===== src/rtl/seg7_scan_decoder_if.sv =====
// -----------------------------------------------------------------------------
// seg7_scan_decoder_if
// Bundles the multiplexed 7-segment bus, the error-clear strobe and the
// decoded results of seg7_scan_decoder.
//   master : drives the bus (iSEG, iAN, iCLR_ERR[, iDP]) and reads the results
//   slave  : the decoder; reads the bus and drives oDIG, oVALID, oUPD, oERR[, oDP]
// Optional feature macro: SEG7_SCAN_DP_EN adds iDP / oDP (decimal point).
// -----------------------------------------------------------------------------
interface seg7_scan_decoder_if #(
    parameter int NUM_DIGITS = 4
);
    logic [6:0]              iSEG;      // segment lines, active-low
    logic [NUM_DIGITS-1:0]   iAN;       // digit enables, active-low
    logic                    iCLR_ERR;  // synchronous clear of oERR
    logic [4*NUM_DIGITS-1:0] oDIG;      // captured hex value per digit
    logic [NUM_DIGITS-1:0]   oVALID;    // last capture of that digit was legal
    logic                    oUPD;      // one-cycle pulse per legal capture
    logic                    oERR;      // sticky error flag
`ifdef SEG7_SCAN_DP_EN
    logic                    iDP;       // decimal point, active-low
    logic [NUM_DIGITS-1:0]   oDP;       // captured decimal point, active-high

    modport master (output iSEG, iAN, iCLR_ERR, iDP,
                    input  oDIG, oVALID, oUPD, oERR, oDP);
    modport slave  (input  iSEG, iAN, iCLR_ERR, iDP,
                    output oDIG, oVALID, oUPD, oERR, oDP);
`else
    modport master (output iSEG, iAN, iCLR_ERR,
                    input  oDIG, oVALID, oUPD, oERR);
    modport slave  (input  iSEG, iAN, iCLR_ERR,
                    output oDIG, oVALID, oUPD, oERR);
`endif
endinterface


===== src/rtl/seg7_scan_decoder.sv =====
// -----------------------------------------------------------------------------
// seg7_scan_decoder
// Watches a time-multiplexed 7-segment bus, waits until the synchronized bus
// has been steady long enough, then decodes the selected digit's segment
// pattern back to a hex nibble. Illegal patterns and multi-digit selects set
// a sticky error flag.
// Ports:
//   iCLK    system clock
//   iRST_N  asynchronous active-low reset (release assumed synchronous)
//   bus     seg7_scan_decoder_if.slave: iSEG, iAN, iCLR_ERR in;
//           oDIG, oVALID, oUPD, oERR out (all registered)
// Parameters: NUM_DIGITS (1..8), STABLE_CYCLES (2..255)
// Optional feature macro: SEG7_SCAN_DP_EN (decimal point iDP/oDP).
// -----------------------------------------------------------------------------
module seg7_scan_decoder #(
    parameter int NUM_DIGITS    = 4,
    parameter int STABLE_CYCLES = 4
) (
    input  logic               iCLK,
    input  logic               iRST_N,
    seg7_scan_decoder_if.slave bus
);
`ifdef SEG7_SCAN_DP_EN
    localparam int SAMP_W = NUM_DIGITS + 8;
`else
    localparam int SAMP_W = NUM_DIGITS + 7;
`endif
    localparam logic [7:0]        CNT_MAX   = 8'(STABLE_CYCLES - 1);
    localparam logic [SAMP_W-1:0] SAMP_IDLE = {SAMP_W{1'b1}};

    // Returns {legal, hex}; the all-off pattern is a legal F.
    function automatic logic [4:0] seg_decode(input logic [6:0] seg);
        case (seg)
            7'b1000000: seg_decode = {1'b1, 4'h0};
            7'b1111001: seg_decode = {1'b1, 4'h1};
            7'b0100100: seg_decode = {1'b1, 4'h2};
            7'b0110000: seg_decode = {1'b1, 4'h3};
            7'b0011001: seg_decode = {1'b1, 4'h4};
            7'b0010010: seg_decode = {1'b1, 4'h5};
            7'b0000010: seg_decode = {1'b1, 4'h6};
            7'b1111000: seg_decode = {1'b1, 4'h7};
            7'b0000000: seg_decode = {1'b1, 4'h8};
            7'b0011000: seg_decode = {1'b1, 4'h9};
            7'b0001000: seg_decode = {1'b1, 4'hA};
            7'b0000011: seg_decode = {1'b1, 4'hB};
            7'b1000110: seg_decode = {1'b1, 4'hC};
            7'b0100001: seg_decode = {1'b1, 4'hD};
            7'b0000110: seg_decode = {1'b1, 4'hE};
            7'b1111111: seg_decode = {1'b1, 4'hF};
            default:    seg_decode = {1'b0, 4'h0};
        endcase
    endfunction

    logic [SAMP_W-1:0]       samp_s;
    logic [SAMP_W-1:0]       s1_r, s2_r, s3_r;
    logic [7:0]              cnt_r;
    logic                    captured_r;
    logic                    stable_s, capture_s;
    logic [NUM_DIGITS-1:0]   an_s;
    logic [6:0]              seg_s;
    logic [4:0]              dec_s;
    logic [3:0]              zero_cnt_s;
    logic [2:0]              sel_idx_s;
    logic                    err_set_s;
    logic [4*NUM_DIGITS-1:0] dig_r, dig_nxt_s;
    logic [NUM_DIGITS-1:0]   valid_r, valid_nxt_s;
    logic                    upd_r, upd_nxt_s;
    logic                    err_r, err_nxt_s;
`ifdef SEG7_SCAN_DP_EN
    logic                    dp_s;
    logic [NUM_DIGITS-1:0]   dp_r, dp_nxt_s;

    assign samp_s = {bus.iDP, bus.iSEG, bus.iAN};
    assign dp_s   = s2_r[SAMP_W-1];
    assign bus.oDP = dp_r;
`else
    assign samp_s = {bus.iSEG, bus.iAN};
`endif

    assign an_s      = s2_r[NUM_DIGITS-1:0];
    assign seg_s     = s2_r[NUM_DIGITS+6:NUM_DIGITS];
    assign dec_s     = seg_decode(seg_s);
    assign stable_s  = (s2_r == s3_r);
    // Requiring the current compare too keeps a sample that changed on this
    // very edge from being captured with a stale count.
    assign capture_s = stable_s && (cnt_r == CNT_MAX) && !captured_r;

    assign bus.oDIG   = dig_r;
    assign bus.oVALID = valid_r;
    assign bus.oUPD   = upd_r;
    assign bus.oERR   = err_r;

    // Two-flop synchronizer plus previous-sample register; idle is all ones.
    always_ff @(posedge iCLK or negedge iRST_N) begin
        if (!iRST_N) begin
            s1_r <= SAMP_IDLE;
            s2_r <= SAMP_IDLE;
            s3_r <= SAMP_IDLE;
        end else begin
            s1_r <= samp_s;
            s2_r <= s1_r;
            s3_r <= s2_r;
        end
    end

    // Saturating stability counter; captured allows one capture per steady run.
    always_ff @(posedge iCLK or negedge iRST_N) begin
        if (!iRST_N) begin
            cnt_r      <= 8'd0;
            captured_r <= 1'b0;
        end else if (!stable_s) begin
            cnt_r      <= 8'd0;
            captured_r <= 1'b0;
        end else begin
            if (cnt_r != CNT_MAX) cnt_r <= cnt_r + 8'd1;
            else                  cnt_r <= cnt_r;
            if (capture_s) captured_r <= 1'b1;
            else           captured_r <= captured_r;
        end
    end

    // Count the low enables and remember the (only meaningful if single) index.
    always_comb begin
        zero_cnt_s = 4'd0;
        sel_idx_s  = 3'd0;
        for (int i = 0; i < NUM_DIGITS; i++) begin
            if (!an_s[i]) begin
                zero_cnt_s = zero_cnt_s + 4'd1;
                sel_idx_s  = 3'(i);
            end else begin
                zero_cnt_s = zero_cnt_s;
                sel_idx_s  = sel_idx_s;
            end
        end
    end

    // Next-state of the result registers for the capture action.
    always_comb begin
        dig_nxt_s   = dig_r;
        valid_nxt_s = valid_r;
        upd_nxt_s   = 1'b0;
        err_set_s   = 1'b0;
`ifdef SEG7_SCAN_DP_EN
        dp_nxt_s    = dp_r;
`endif
        if (capture_s) begin
            if (zero_cnt_s == 4'd0) begin
                err_set_s = 1'b0;            // blank interval between digits
            end else if (zero_cnt_s != 4'd1) begin
                err_set_s = 1'b1;            // several digits enabled at once
            end else if (dec_s[4]) begin
                upd_nxt_s = 1'b1;
                for (int i = 0; i < NUM_DIGITS; i++) begin
                    if (sel_idx_s == 3'(i)) begin
                        dig_nxt_s[4*i +: 4] = dec_s[3:0];
                        valid_nxt_s[i]      = 1'b1;
`ifdef SEG7_SCAN_DP_EN
                        dp_nxt_s[i]         = ~dp_s;
`endif
                    end else begin
                        dig_nxt_s[4*i +: 4] = dig_r[4*i +: 4];
                    end
                end
            end else begin
                err_set_s = 1'b1;
                for (int i = 0; i < NUM_DIGITS; i++) begin
                    if (sel_idx_s == 3'(i)) valid_nxt_s[i] = 1'b0;
                    else                    valid_nxt_s[i] = valid_r[i];
                end
            end
        end else begin
            upd_nxt_s = 1'b0;
        end
        // A new error on the same edge as a clear keeps the flag set.
        if (err_set_s)         err_nxt_s = 1'b1;
        else if (bus.iCLR_ERR) err_nxt_s = 1'b0;
        else                   err_nxt_s = err_r;
    end

    // Result registers.
    always_ff @(posedge iCLK or negedge iRST_N) begin
        if (!iRST_N) begin
            dig_r   <= '0;
            valid_r <= '0;
            upd_r   <= 1'b0;
            err_r   <= 1'b0;
`ifdef SEG7_SCAN_DP_EN
            dp_r    <= '0;
`endif
        end else begin
            dig_r   <= dig_nxt_s;
            valid_r <= valid_nxt_s;
            upd_r   <= upd_nxt_s;
            err_r   <= err_nxt_s;
`ifdef SEG7_SCAN_DP_EN
            dp_r    <= dp_nxt_s;
`endif
        end
    end
endmodule


===== src/flat_wrapper.sv =====
// flat-port wrapper written by rule: the top's interface ports become plain ports
module seg7_scan_decoder_flat 
#(
    parameter int NUM_DIGITS    = 4,
    parameter int STABLE_CYCLES = 4
)
  (iCLK, iRST_N, bus_iSEG, bus_iAN, bus_iCLR_ERR, bus_oDIG, bus_oVALID, bus_oUPD, bus_oERR);
  seg7_scan_decoder_if #(.NUM_DIGITS(NUM_DIGITS)) bus_i ();
  input  logic iCLK;
  input  logic iRST_N;
  input wire logic [$bits(bus_i.iSEG)-1:0] bus_iSEG;
  input wire logic [$bits(bus_i.iAN)-1:0] bus_iAN;
  input wire logic [$bits(bus_i.iCLR_ERR)-1:0] bus_iCLR_ERR;
  output wire logic [$bits(bus_i.oDIG)-1:0] bus_oDIG;
  output wire logic [$bits(bus_i.oVALID)-1:0] bus_oVALID;
  output wire logic [$bits(bus_i.oUPD)-1:0] bus_oUPD;
  output wire logic [$bits(bus_i.oERR)-1:0] bus_oERR;
  assign bus_i.iSEG = bus_iSEG;
  assign bus_i.iAN = bus_iAN;
  assign bus_i.iCLR_ERR = bus_iCLR_ERR;
  assign bus_oDIG = bus_i.oDIG;
  assign bus_oVALID = bus_i.oVALID;
  assign bus_oUPD = bus_i.oUPD;
  assign bus_oERR = bus_i.oERR;
  seg7_scan_decoder #(.NUM_DIGITS(NUM_DIGITS), .STABLE_CYCLES(STABLE_CYCLES)) u_core (.iCLK(iCLK), .iRST_N(iRST_N), .bus(bus_i));
endmodule

===== config.mk =====
export PLATFORM = sky130hd
export DESIGN_NAME = seg7_scan_decoder_flat
export DESIGN_NICKNAME = d
export VERILOG_FILES = /design/src/rtl/seg7_scan_decoder_if.sv /design/src/rtl/seg7_scan_decoder.sv /design/src/flat_wrapper.sv
export SDC_FILE = /design/constraint.sdc
export NUM_CORES = 1
export LEC_CHECK = 0
export CORE_ASPECT_RATIO = 0.5
export CORE_MARGIN = 1
export CORE_UTILIZATION = 49
export CTS_BUF_LIST = sky130_fd_sc_hd__clkbuf_16
export CTS_CLUSTER_SIZE = 28
export DETAILED_ROUTE_END_ITERATION = 10
export GPL_TIMING_DRIVEN = 0
export PLACE_DENSITY = 0.81
export SYNTH_ARGS = -nofsm -noshare
export SYNTH_HDL_FRONTEND = slang
export SYNTH_SLANG_ARGS = --single-unit

===== constraint.sdc =====
create_clock -name iCLK -period 3.1 [get_ports iCLK]
set_input_delay 0.62 -clock iCLK [delete_from_list [all_inputs] [get_ports iCLK]]
set_output_delay 0.62 -clock iCLK [all_outputs]
set_load 0.01 [all_outputs]

# Word level (Yosys, flattened, before mapping)

Index checks and enable logic that the tools add are counted.

Bits in registers: 64
Latch bits: 0
Memory bits (writable): 0
Bits in read-only memories: 0
Bits of input ports: 14
Output and inout port bits: 22
Logic and storage cells: 91
Memories kept: 0

$add $sub $neg: 4
$mul: 0
Divide/modulo/power cells: 0
Magnitude comparators: 0
Equal/unequal tests: 24
Shift-type cells: 0
Multiplexer cells: 31
Bitwise operators: 2
Reduce and logical (&&, ||, !) cells: 15

Operators with widths:

| operator                                                        | count |
|---|---|
| 5-bit one-hot mux with 16 select lines                          | 1 |
| 7-bit == test, second input constant                            | 5 |
| 1-bit two-way mux                                               | 22 |
| 7-bit by 5-bit == test with 1-bit output, second input constant | 3 |
| 7-bit by 6-bit == test with 1-bit output, second input constant | 3 |
| 5-bit AND reduction                                             | 4 |
| 4-bit two-way mux                                               | 4 |
| 8-bit two-way mux                                               | 2 |
| 4-bit AND reduction                                             | 4 |
| 7-bit by 2-bit == test with 1-bit output, second input constant | 2 |
| 11-bit == test                                                  | 1 |
| 4-bit by 1-bit adder with 4-bit output, second input constant   | 2 |
| 8-bit by 1-bit adder with 8-bit output, second input constant   | 1 |
| 8-bit by 2-bit == test with 1-bit output, second input constant | 1 |
| 8-bit by 2-bit != test with 1-bit output, second input constant | 1 |
| 7-bit by 3-bit == test with 1-bit output, second input constant | 1 |
| 7-bit by 4-bit == test with 1-bit output, second input constant | 1 |
| 7-bit zero test                                                 | 1 |
| 2-bit == test, second input constant                            | 2 |
| 4-bit zero test                                                 | 1 |
| 2-bit two-way mux                                               | 2 |
| 2-bit != test, second input constant                            | 2 |
| 4-bit by 1-bit != test with 1-bit output, second input constant | 1 |
| 3-bit zero test                                                 | 1 |
| other kinds (6)                                                 | 8 |

# Logic depth before layout (Yosys ltp)

Depth after elaboration: 12
Gate-level depth with buffers: 11
Gate-level depth less buffers: 11

# Worst setup path after synthesis

Ideal clock, no wire load.

Path type: flip-flop to flip-flop
From: register u_core.s2_r[1]
To: register u_core.dig_r[0] (netlist: u_core.bus.oDIG[0])
Setup time: 128 ps
Arrival time: 2837 ps
Data required time: 2972 ps
Setup slack: 136 ps
Stages on the path, launching flop included: 11
Buffers on the path: 0
Period minus slack after synthesis: 2964 ps
Cell sequence: dfstp_2 > inv_1 > ha_1 > xnor2_1 > ha_1 > nor3b_1 > mux2i_1 > o31a_1 > or4_1 > nor2_2 > mux2_1

Longest elaborated chain between the ends: 8
Elaborated cells on any way between the ends: 17
Those cells by class: 2 x add/sub; 2 x eq/ne; 6 x mux; 2 x bitwise; 5 x reduce/logical

Ends and longest elaborated chain:

| element                                                                            | line                                               | text |
|---|---|---|
| start: declaration                                                                 | seg7_scan_decoder.sv:55                            | `logic [SAMP_W-1:0] s1_r, s2_r, s3_r;` |
| start signal: assignment                                                           | seg7_scan_decoder.sv:101                           | `s2_r <= s1_r;` |
| 4-bit two-way mux                                                                  | seg7_scan_decoder.sv:127                           | `if (!an_s[i]) begin` |
| 4-bit by 1-bit adder with 4-bit output                                             | seg7_scan_decoder.sv:128                           | `zero_cnt_s = zero_cnt_s + 4'd1;` |
| 4-bit two-way mux                                                                  | seg7_scan_decoder.sv:127                           |  |
| 4-bit by 1-bit adder with 4-bit output                                             | seg7_scan_decoder.sv:128                           |  |
| 4-bit two-way mux                                                                  | seg7_scan_decoder.sv:127                           |  |
| 4-bit by 1-bit != test with 1-bit output / 4-bit zero test (equally long branches) | seg7_scan_decoder.sv:149, seg7_scan_decoder.sv:147 |  |
| 1-bit inverter (no line)                                                           | --                                                 |  |
| 5-bit AND reduction (no line) (*)                                                  | --                                                 |  |
| end signal: assignment                                                             | seg7_scan_decoder.sv:191                           | `dig_r <= dig_nxt_s;` |
| end: declaration                                                                   | seg7_scan_decoder.sv:65                            | `logic [4*NUM_DIGITS-1:0] dig_r, dig_nxt_s;` |

Mark *: on every way between the ends. The rest lies on a longest branch, timed or not.
A chain may end at the register's enable or synchronous reset.

# Worst setup path after layout

From: register u_core.s2_r[0]
To: register u_core.dig_r[6] (netlist: u_core.bus.oDIG[6])

Longest elaborated chain between the ends: 10
Elaborated cells on any way between the ends: 15
Those cells by class: 3 x add/sub; 2 x eq/ne; 4 x mux; 2 x bitwise; 4 x reduce/logical

Ends and longest elaborated chain:

| element                                                                            | line |
|---|---|
| 1-bit two-way mux                                                                  | seg7_scan_decoder.sv:127 |
| 1-bit by 1-bit adder with 2-bit output                                             | seg7_scan_decoder.sv:128 |
| 4-bit two-way mux                                                                  | seg7_scan_decoder.sv:127 |
| 4-bit by 1-bit adder with 4-bit output                                             | seg7_scan_decoder.sv:128 |
| 4-bit two-way mux                                                                  | seg7_scan_decoder.sv:127 |
| 4-bit by 1-bit adder with 4-bit output                                             | seg7_scan_decoder.sv:128 |
| 4-bit two-way mux                                                                  | seg7_scan_decoder.sv:127 |
| 4-bit by 1-bit != test with 1-bit output / 4-bit zero test (equally long branches) | seg7_scan_decoder.sv:149, seg7_scan_decoder.sv:147 |
| 1-bit inverter (no line)                                                           | -- |
| 5-bit AND reduction (no line) (*)                                                  | -- |

Marks and branches as above.

==> summary.txt <==
failing checks - DRC
cells after synthesis - 234
clk sink count - 64
Int Power - 1.55 mW
GR Util met2 - 31.2%
RD Place Congestion - 0.860
Hold Crit Class - in -> async
clock tree root buffer cell - clkbuf_16
DIE AREA - 6060 um2
dpl cell area - 3270 um2
f_max - 335 MHz
slowest CP cell - dfstp_2
H-tree depth - 3
Worst Path Buf+Inv - 1
clock share of power - 47.5%
Max Cap Viol - 0
post-synth net total - 252
fin nets - 303
Starting DRT DRC Count - 134
clk buf depth - 2
count leader, synth - dfstp_2
Die Wd - 109 um
post-synthesis sequential area ratio - 58.5%
grt ovf - 0
GR met3 Demand/Resource - 6.97%
share of synthesized registers carrying an async set or reset - 100%
WP data arrival - 3190 ps
top cells by area, synth - dfstp_2 (31%), dfrtp_1 (28%), xor2_1 (5.0%)
GR Util met1 - 28.1%
Static Leakage - 1.59 nW
first-pass GRT wire length - 9380 um
PD cells - 546 nW/um2
post-synthesis mux area share - 6.24%
vias in the first global route - 1972
Slew @ Worst Pin - 785 ps
Switching Fraction - 21.7%
wire per inst - 15.4 um
Sequential Power Share - 45.1%
dominant cell type by area after synthesis - dfstp_2
Core Area - 5490 um2
CP Max Fanout - 5
initial antenna violation count - 0
largest family of logic cells by synthesized area - simple AND/OR/NAND/NOR gates
Antenna Cells - 0
Die Y - 55.5 um
critical path startpoint category - register
area grow syn2layout - 29.1%
Logic pwr share - 7.3%
Remaining DRCs - 2
Compound-Gate Fraction of Synth Area - 7.75%
clk slew on worst S/H paths - 50 ps
initial core utilization - 51.2%
Mapped Area - 2810 um2
largest net degree at the start of global routing - 34
Final min period - 2980 ps
NetSw - 430 uW
Layout Utilization - 66.0%
IO Count - 36
post-route cell area - 3630 um2
adder-cell share of the synthesized area - 1.78%
CTS Buf Count - 9
top cell family by delay on the critical path - simple AND/OR/NAND/NOR gates
XOR/XNOR Fraction of Synth Area - 6.24%
RSZ-0062 raised after global routing - false
port bufs - 35
DRT Pass-1 Iters - 8
status - complete, but fails checks
Post-synth EDFFs - 0
setup violators final - 0
GRT Util Overall - 21.0%
max incr delay on CP - 550 ps
Yosys warnings - 0
post-synthesis cell type count - 48
Synth Area in Simple Gates - 17.1%
vias per cell - 5.59
TritonCTS clock tree - built
Avg Inst Size Synth - 12.0 um2
CP Class - reg -> reg
DP Wirelength - 3780 um
worst hold slack - 350 ps
top-area cell type share of the netlist area - 30.9%
Final Skew - 5.41 ps
total number of vias - 2030
total wire length - 5600 um
synthesized flop and latch total - 64
fraction of layout cells with a size suffix above 1 - 25.9%
GRT busiest layer - met2
Final period util - 96.2%
worst IR drop on VDD - 0.425 mV
top cells by count, synth - dfstp_2 (33), dfrtp_1 (31), nor2_1 (16), xor2_1 (16), nand2_1 (12)
Row Count - 19
Slew Viols, Final - 0
Slew headroom - 47.5%
Top FF cell, synth - dfstp_2
CP required - 3310 ps
post-route ant nets - 0
Final Power - 1.98 mW
Final Hold Fails - 0
Crit. End Element - register
CP Cell Sequence - inv_1, ha_4, xnor2_2, ha_1, nor3b_2, mux2i_1, o31a_1, or4b_4, nor2_4, mux2_1
Skew-Pair Late Insertion Delay - 330 ps
==> power by group through the flow <==
stage / Clock (mW) / Combinational, mW / Sequential, mW
floorplan: 0 / 0.0745 / 0.900
CTS: 0.963 / 0.135 / 0.892
finish: 0.940 / 0.145 / 0.893
global placement: 0 / 0.117 / 0.904
global route: 0.999 / 0.159 / 0.895
detailed placement: 0 / 0.125 / 0.906
==> layer usage <==
| metal | up-vias | wire (um) |
|---|---|---|
| met4 | 0 | 55 |
| met3 | 12 | 312 |
| met5 | - | 0 |
| met1 | 987 | 2550 |
| met2 | 94 | 2690 |
| li1 | 937 | - |
==> through the flow <==
| stage | setup WS, ps | setup TNS [ps] | std cells |
|---|---|---|---|
| 2_1_floorplan | 136 | 0 | 234 |
| 3_3_place_gp | -398 | -12520 | 342 |
| 3_5_place_dp | -170 | -1310 | 343 |
| 4_1_cts | 4.19 | 0 | 362 |
| 5_1_grt | 22.5 | 0 | 363 |
| 6_report | 117 | 0 | 363 |
==> registers in the layout, summed over array words and instances (netlist names) <==
signal and count:
u_core.s3_r 11, u_core.bus.oERR 1, u_core.captured_r 1, u_core.bus.oUPD 1, u_core.s2_r 11, u_core.cnt_r 8
u_core.s1_r 11, u_core.bus.oDIG 16, u_core.bus.oVALID 4
==> path summary, 6_finish.rpt <==
check,from,end,slack (ps),cells past startpoint
worst max register to register,u_core.s2_r[0]$_DFF_PN1_,u_core.bus.oDIG[6]$_DFFE_PN0P_,120,10
worst min register to register,u_core.s1_r[1]$_DFF_PN1_,u_core.s2_r[1]$_DFF_PN1_,350,0
worst min-delay path,iRST_N,u_core.bus.oDIG[6]$_DFFE_PN0P_,350,1
min in group iCLK,u_core.s1_r[1]$_DFF_PN1_,u_core.s2_r[1]$_DFF_PN1_,350,0
worst max-delay path,u_core.s2_r[0]$_DFF_PN1_,u_core.bus.oDIG[6]$_DFFE_PN0P_,120,10
max in group asynchronous,iRST_N,u_core.s1_r[3]$_DFF_PN1_,2050,2
==> layout by cell type (no fill, tap or decap), types with 7 or more instances in the layout <==
cell type,Yosys,layout
inv_1,7,11
mux2_1,11,11
o21ai_0,10,10
dfrtp_1,31,31
nor2_1,16,16
dfstp_2,33,33
nand3_1,10,10
clkdlybuf4s50_1,0,34
nand2_1,12,12
xor2_1,16,16
clkbuf_16,0,9
buf_2,7,8
nor3_1,8,7
==> cells by family (layout without fill, tap and decap cells) <==
group | after synthesis | in the layout
muxes | 16 | 16
DFF | 64 | 64
adders and majority gates | 4 | 4
buffers and inverters | 16 | 72
xor gates and xnor gates | 20 | 20
and+or+nand+nor | 81 | 81
AOI/OAI and AO/OA | 33 | 33
==> final cells by class <==
cell class	count	area, um2
Sequential cell	64	1640
Buffer	9	42.5
Timing Repair Buffer	40	395
Multi-Input combinational cell	154	1140
Fill cell	397	1870
Tap cell	73	91.3
Clock buffer	9	225
Clock inverter	7	57.6
Inverter	7	26.3
==> repair_timing <==
item                                    in CTS  in global routing
hold buffers                                 0                  0
endpoints found under the setup margin      11                 17
resized for setup                            5                  4
endpoints found under the hold margin        0                  0
pin swaps                                    1                  5
buffers inserted                             3                  1
Note: power is estimated with default switching activity, not from simulation.
